### src/rtl/fetch_stage.sv
// RV32I instruction-fetch stage: owns the PC, drives imem, fills the IF/ID register.
// Optional performance counters are enabled with the FETCH_PERF_CNT_EN macro.
module fetch_stage #(
  parameter logic [31:0] RESET_PC  = 32'h0000_0000,
  parameter logic [31:0] NOP_INSTR = 32'h0000_0013
) (
  input  logic        i_clk,
  input  logic        i_reset,
  input  logic        i_stall,
  input  logic        i_flush,
  input  logic        i_redirect_valid,
  input  logic [31:0] i_redirect_pc,
  input  logic        i_halt,
  output logic [31:0] o_imem_addr,
  input  logic [31:0] i_imem_rdata,
  output logic [31:0] o_if_pc,
  output logic [31:0] o_if_instr,
  output logic        o_if_valid,
  output logic        o_misaligned,
  output logic        o_halted,
  output logic [31:0] o_fetch_cnt,
  output logic [31:0] o_bubble_cnt
);

  localparam int unsigned XLEN = 32;

  typedef enum logic [1:0] {BOOT, RUN, HALT} state_t;

  state_t          state_q, state_d;
  logic [XLEN-1:0] pc_q, pc_d;
  logic [XLEN-1:0] if_pc_q, if_pc_d;
  logic [XLEN-1:0] if_instr_q, if_instr_d;
  logic            if_valid_q, if_valid_d;
  logic            misaligned_q, misaligned_d;
  logic            halted_q;
  logic            load_valid, load_bubble;
  logic [XLEN-1:0] pc_inc, redirect_target;

  assign pc_inc          = pc_q + XLEN'(4);
  assign redirect_target = {i_redirect_pc[XLEN-1:2], 2'b00};

  // State, PC and IF/ID registers
  always_ff @(posedge i_clk) begin
    if (!i_reset) begin
      state_q      <= BOOT;
      pc_q         <= RESET_PC;
      if_pc_q      <= '0;
      if_instr_q   <= NOP_INSTR;
      if_valid_q   <= 1'b0;
      misaligned_q <= 1'b0;
      halted_q     <= 1'b0;
    end else begin
      state_q      <= state_d;
      pc_q         <= pc_d;
      if_pc_q      <= if_pc_d;
      if_instr_q   <= if_instr_d;
      if_valid_q   <= if_valid_d;
      misaligned_q <= misaligned_d;
      halted_q     <= (state_d == HALT);
    end
  end

  // Next-state / next-PC resolution; redirect has top priority, then halt, flush, stall
  always_comb begin
    state_d      = state_q;
    pc_d         = pc_q;
    misaligned_d = 1'b0;
    load_valid   = 1'b0;
    load_bubble  = 1'b0;
    if_pc_d      = if_pc_q;
    if_instr_d   = if_instr_q;
    if_valid_d   = if_valid_q;

    case (state_q)
      BOOT: begin
        load_bubble = 1'b1;
        state_d     = RUN;
      end
      RUN: begin
        if (i_redirect_valid) begin
          pc_d         = redirect_target;
          misaligned_d = |i_redirect_pc[1:0];
          load_bubble  = 1'b1;
        end else if (i_halt) begin
          state_d     = HALT;
          load_bubble = 1'b1;
        end else if (i_flush) begin
          load_bubble = 1'b1;
          if (!i_stall) pc_d = pc_inc;
        end else if (!i_stall) begin
          load_valid = 1'b1;
          pc_d       = pc_inc;
        end
      end
      HALT: begin
        load_bubble = 1'b1;
        if (i_redirect_valid) begin
          pc_d         = redirect_target;
          misaligned_d = |i_redirect_pc[1:0];
          state_d      = RUN;
        end
      end
      default: begin
        state_d     = BOOT;
        load_bubble = 1'b1;
      end
    endcase

    if (load_bubble) begin
      if_pc_d    = pc_q;
      if_instr_d = NOP_INSTR;
      if_valid_d = 1'b0;
    end else if (load_valid) begin
      if_pc_d    = pc_q;
      if_instr_d = i_imem_rdata;
      if_valid_d = 1'b1;
    end
  end

  assign o_imem_addr  = pc_q;
  assign o_if_pc      = if_pc_q;
  assign o_if_instr   = if_instr_q;
  assign o_if_valid   = if_valid_q;
  assign o_misaligned = misaligned_q;
  assign o_halted     = halted_q;

`ifdef FETCH_PERF_CNT_EN
  logic [XLEN-1:0] fetch_cnt_q, bubble_cnt_q;

  // Saturating fetch / bubble counters; stall-hold edges count neither
  always_ff @(posedge i_clk) begin
    if (!i_reset) begin
      fetch_cnt_q  <= '0;
      bubble_cnt_q <= '0;
    end else begin
      if (load_valid && (fetch_cnt_q != '1))
        fetch_cnt_q <= fetch_cnt_q + XLEN'(1);
      if (load_bubble && (bubble_cnt_q != '1))
        bubble_cnt_q <= bubble_cnt_q + XLEN'(1);
    end
  end

  assign o_fetch_cnt  = fetch_cnt_q;
  assign o_bubble_cnt = bubble_cnt_q;
`else
  assign o_fetch_cnt  = '0;
  assign o_bubble_cnt = '0;
`endif

endmodule

### config.mk
export PLATFORM = sky130hd
export DESIGN_NAME = fetch_stage
export DESIGN_NICKNAME = d
export VERILOG_FILES = /design/src/rtl/fetch_stage.sv
export SDC_FILE = /design/constraint.sdc
export NUM_CORES = 1
export LEC_CHECK = 0
export ABC_CLOCK_PERIOD_IN_PS = 4900
export CORE_ASPECT_RATIO = 0.8
export CORE_UTILIZATION = 45
export CTS_CLUSTER_DIAMETER = 200
export DETAILED_ROUTE_END_ITERATION = 16
export PLACE_DENSITY = 0.87
export SETUP_SLACK_MARGIN = 0.4
export SLEW_MARGIN = 20
export SYNTH_ARGS = -nofsm -noshare
export SYNTH_HDL_FRONTEND = slang
export SYNTH_SLANG_ARGS = --single-unit
### constraint.sdc
create_clock -name i_clk -period 4.9 [get_ports i_clk]
set_input_delay 0.98 -clock i_clk [delete_from_list [all_inputs] [get_ports i_clk]]
set_output_delay 0.98 -clock i_clk [all_outputs]
set_load 0.02 [all_outputs]
Word-level counts from Yosys, hierarchy flattened:

Index checks and enable logic that the tools add are counted.

* register bits: 101
* output and inout port bits: 163
* word-level logic and storage cells: 43

* $add $sub $neg: 1
* equality and inequality tests: 6
* muxes and demuxes: 20
* bitwise gates (word level): 1
* reduce and logical (&&, ||, !) cells: 8

Operator list (count)
* 32-bit two-way mux: 6
* 32-bit one-hot mux with 2 select lines: 1
* 32-bit by 3-bit adder with 32-bit output (second input constant): 1
* 1-bit two-way mux: 9
* 2-bit two-way mux: 3
* 3-bit inequality test (second input constant): 2
* 2-bit one-hot mux with 3 select lines: 1
* 2-bit OR reduction: 3
* 2-bit equality test (second input constant): 2
* 4-bit AND reduction: 1
* 2-bit nonzero test: 2
* 3-bit AND reduction: 1
* 2-bit by 1-bit equality test with 1-bit output (second input constant): 1
* 2-bit logical NOT: 1
* 2-bit inequality test (second input constant): 1
* 1-bit inverter: 1

Depth between registers and ports, before layout:

* depth in word-level cells: 7
* depth in mapped cells: 9
* mapped depth without buffers: 7

Worst setup path after synthesis:

OpenSTA, ideal clock, no wires.

* path kind: input-to-reg
* start point: input i_stall
* end point: register pc_q[19] (netlist: o_imem_addr[19])
* setup time: 74 ps
* arrival: 2295 ps
* data required time: 4826 ps
* path slack: 2530 ps
* cell stages on the path: 7
* path through: buf_6 -> or3b_1 -> buf_2 -> nor2_4 -> nand3_1 -> or4_1 -> a31oi_1

* cells in the longest elaborated chain, start to end: 2

RTL lines
* start: declaration: line 9 `input logic i_stall,`
* 3-bit inequality test (no source line)
* 4-bit AND reduction (no source line)
* end signal: assignment: line 54 `pc_q <= pc_d;`
* end: declaration: line 30 `logic [XLEN-1:0] pc_q, pc_d;`

No other way between the ends.
A chain may end at the register's enable or synchronous reset.

Worst setup path in the final report:

* start point: input i_redirect_valid
* end point: register pc_q[5] (netlist: o_imem_addr[5])

* cells in the longest elaborated chain, start to end: 2
* elaborated cells on any way between the ends: 6
* classes of those cells: 3 x eq/ne; 2 x mux; 1 x reduce/logical

RTL lines
* start: declaration: line 11 `input logic i_redirect_valid,`
* 3-bit inequality test (no source line) (tied with other cells)
* 4-bit AND reduction (no source line) / 32-bit one-hot mux with 2 select lines (equally long branches)

Several ways; a longest one is shown, not always the timed one.

==> metrics.txt <==
status=completed; Area contributors post-synth=dfxtp_1 (39%), buf_4 (10%), nand2_1 (7.0%); # clock sinks=97; HPWL after detailed placement=10,500 µm; RR Endpoint=o_imem_addr[5]; crit-path most repeated cell=nor2_1; Nets=830; WS Path Type=in -> reg; Worst Hold End=o_if_pc[19]; Fmax=311 MHz; CTS buffer count=9; Synth-to-Final Area Change=34.9%; antenna violations before repair=0; critical path's slowest cell=clkdlybuf4s50_1; Period minus WS final=3.21 ns; largest area contributor in the netlist=dfxtp_1; I/O Buffers=164; Via density=5.34; chip height=95.9 µm; CP max FO=26; Core Box Area=10,500 µm²; worst hold path type=reg -> reg; async set or reset register ratio after synthesis=0; Slew Limit Fails=0; Avg WL per Cell=15.9 µm; worst hold stages=2; full die area=11,500 µm²; area post-placement=6380 µm²; delay of the slowest cell on the worst path=0.80 ns; # setup viols final=0; Data arrival, critical path=3.43 ns; setup bufs post-CTS=0; H-tree levels=3; pwr dens=287 nW/µm²; CP cell instances=clkdlybuf4s50_1 -> or2_1 -> buf_4 -> nor2_1 -> a22o_1 -> a22oi_1 -> nor2_1; Post-synth top flop=dfxtp_1; Clock Path Buffers=2; RSZ-0062 raised after global routing=false; Initial DRT Pass Iterations=5; Synth Warn #=0; reg2reg start=state_q[0]; Crit. End Element=flip-flop; Layout Cells excl Fill=900; CTS Hold Bufs=0; Avg Inst Size Synth=8.07 µm²; Worst Tran Pin Value=1.02 ns; drt drc=0; vias in the first global route=4,423; Cells after DPL=884; maximum vdd drop=0.168 mV; Synth top area share=0.391; initial drt markers=483; EDFF count, synth=0; Antenna Nets Post-Route=0; pin count of the biggest net entering global routing=38; clk_skew=0.00570 ns; Total GRT Usage=0.241; # rows=33; CP top delay family=buffers and inverters; CTS tree=yes; worst-skew pair later-pin latency=0.34 ns; synthesized flop and latch total=97; Post-Syn Instances=615; GR Overflow Total=0; hold path startpoint=o_if_pc[19]; synth unique cells=59; via count=4,803; R2R depth=8; max cap viols=0; first-pass GRT wire length=21,800 µm; Inserted Diodes=0; Root Buffer=clkbuf_16; CTS clk-pin slew, worst paths=0.07 ns; Post-CTS Resized=0; Tcrit/Tclk final=0.656; Design Area, Final=6690 µm²; reg2reg setup slack=2.27 ns; CP Data Required Time=5.12 ns; final wirelength=14,300 µm; Die Width=119 µm; relative slew slack=0.320; critical path startpoint category=input pin; routability cong.=0.869; number of buffer and inverter stages on the critical path=2; Mapped Area=4960 µm²; share of cells above drive strength 1=0.0408; final setup TNS=0 ns; leakage=2.49 nW; sequential element share of the synthesized area=0.391; # IOs=233; initial core utilization=0.473; Final Hold Vio Count=0
==> Yosys cell counts, types with 4 or more instances <==
cell type,count
a22oi_1,4
a21oi_1,57
nand4_1,9
nand3_1,20
mux2i_1,34
buf_4,68
and4_1,5
or3_1,5
o22ai_1,5
nand2_1,92
o211ai_1,7
nor2_1,58
clkbuf_1,20
dfxtp_1,97
buf_2,13
nor3_1,7
buf_1,5
o21ai_0,24
a211oi_1,4
a31oi_1,7
and3_1,8
ha_1,5
inv_1,6
==> power breakdown <==
| part | switching [mW] | internal, mW | leakage, nW |
|---|---|---|---|
| Sequential | 0.0419 | 0.817 | 0.787 |
| Combinational | 0.197 | 0.146 | 1.56 |
| Clock | 0.294 | 0.424 | 0.149 |
| Total | 0.533 | 1.39 | 2.49 |
==> layout by cell type (no fill, tap or decap), types with 3 or more instances in the layout <==
master	n
o211ai_1	7
mux2i_1	34
a21oi_1	57
or4_1	3
and4_1	5
a31oi_1	7
dfxtp_1	97
nor2b_1	3
ha_1	5
and2_1	3
buf_4	5
nor4_1	3
and3_1	8
nand3_1	20
nor3_1	7
or3_1	5
o21ai_0	24
a311oi_1	3
clkbuf_16	9
inv_1	6
nand2_1	91
clkdlybuf4s50_1	163
nand4_1	9
a22oi_1	4
conb_1	68
nor3_2	3
o22ai_1	5
nor2_1	58
a211oi_1	4
nand2b_1	3
==> cells by family after synthesis <==
group,after synthesis,share of synthesized area
other,1,0.000756
buffers and inverters,113,0.142
and+or+nand+nor,231,0.220
adders and majority gates,5,0.0126
DFF,97,0.391
muxes,35,0.0708
AOI/OAI and AO/OA,133,0.163
==> worst min-delay path: stages (launching register included) <==
cell and delay, ns:
dfxtp_1 0.31, nand2_1 0.05, a21oi_1 0.05
==> layout make-up <==
class	instances	area, µm²
Timing Repair Buffer	169	1670
Sequential cell	97	1940
Clock inverter	4	51.3
Multi-Input combinational cell	472	2570
Fill cell	883	3790
Tap cell	140	175
Clock buffer	12	256
Inverter	6	22.5
==> flip-flops by register name (all words and copies together), names as in the netlist <==
register and cells:
o_if_valid 1, o_if_pc 30, o_misaligned 1, state_q 2
o_imem_addr 30, o_halted 1, o_if_instr 32
==> per-stage QoR <==
step | power [mW] | util | setup slack (ns) | hold WS [ns]
after global routing | 2.00 | 0.638 | 1.55 | 0.466
after global placement | 1.20 | 0.609 | 1.48 | 0.434
after floorplan | 1.11 | - | 2.53 | 0.495
final | 1.92 | 0.638 | 1.69 | 0.450
after detailed placement | 1.21 | 0.609 | 1.30 | 0.444
after CTS | 1.93 | 0.638 | 1.66 | 0.453
==> worst max path at each step <==
stage | from | to | cells after the start
global placement | i_redirect_valid | o_imem_addr[5] | 7
floorplan | i_stall | o_imem_addr[19] | 7
global route | i_redirect_valid | o_if_valid | 4
finish | i_redirect_valid | o_imem_addr[5] | 7
CTS | i_redirect_valid | o_if_pc[2] | 5
detailed placement | i_redirect_valid | o_if_pc[2] | 5
==> routing by layer <==
| metal | vias up | share of wire | GRT usage |
|---|---|---|---|
| met5 | - | 0 | 0 |
| met3 | 27 | 0.080 | 0.0474 |
| met4 | 0 | 0.023 | 0.0906 |
| li1 | 2282 | - | - |
| met1 | 2253 | 0.42 | 0.315 |
| met2 | 241 | 0.48 | 0.397 |
Note: power is estimated with default switching activity, not from simulation.
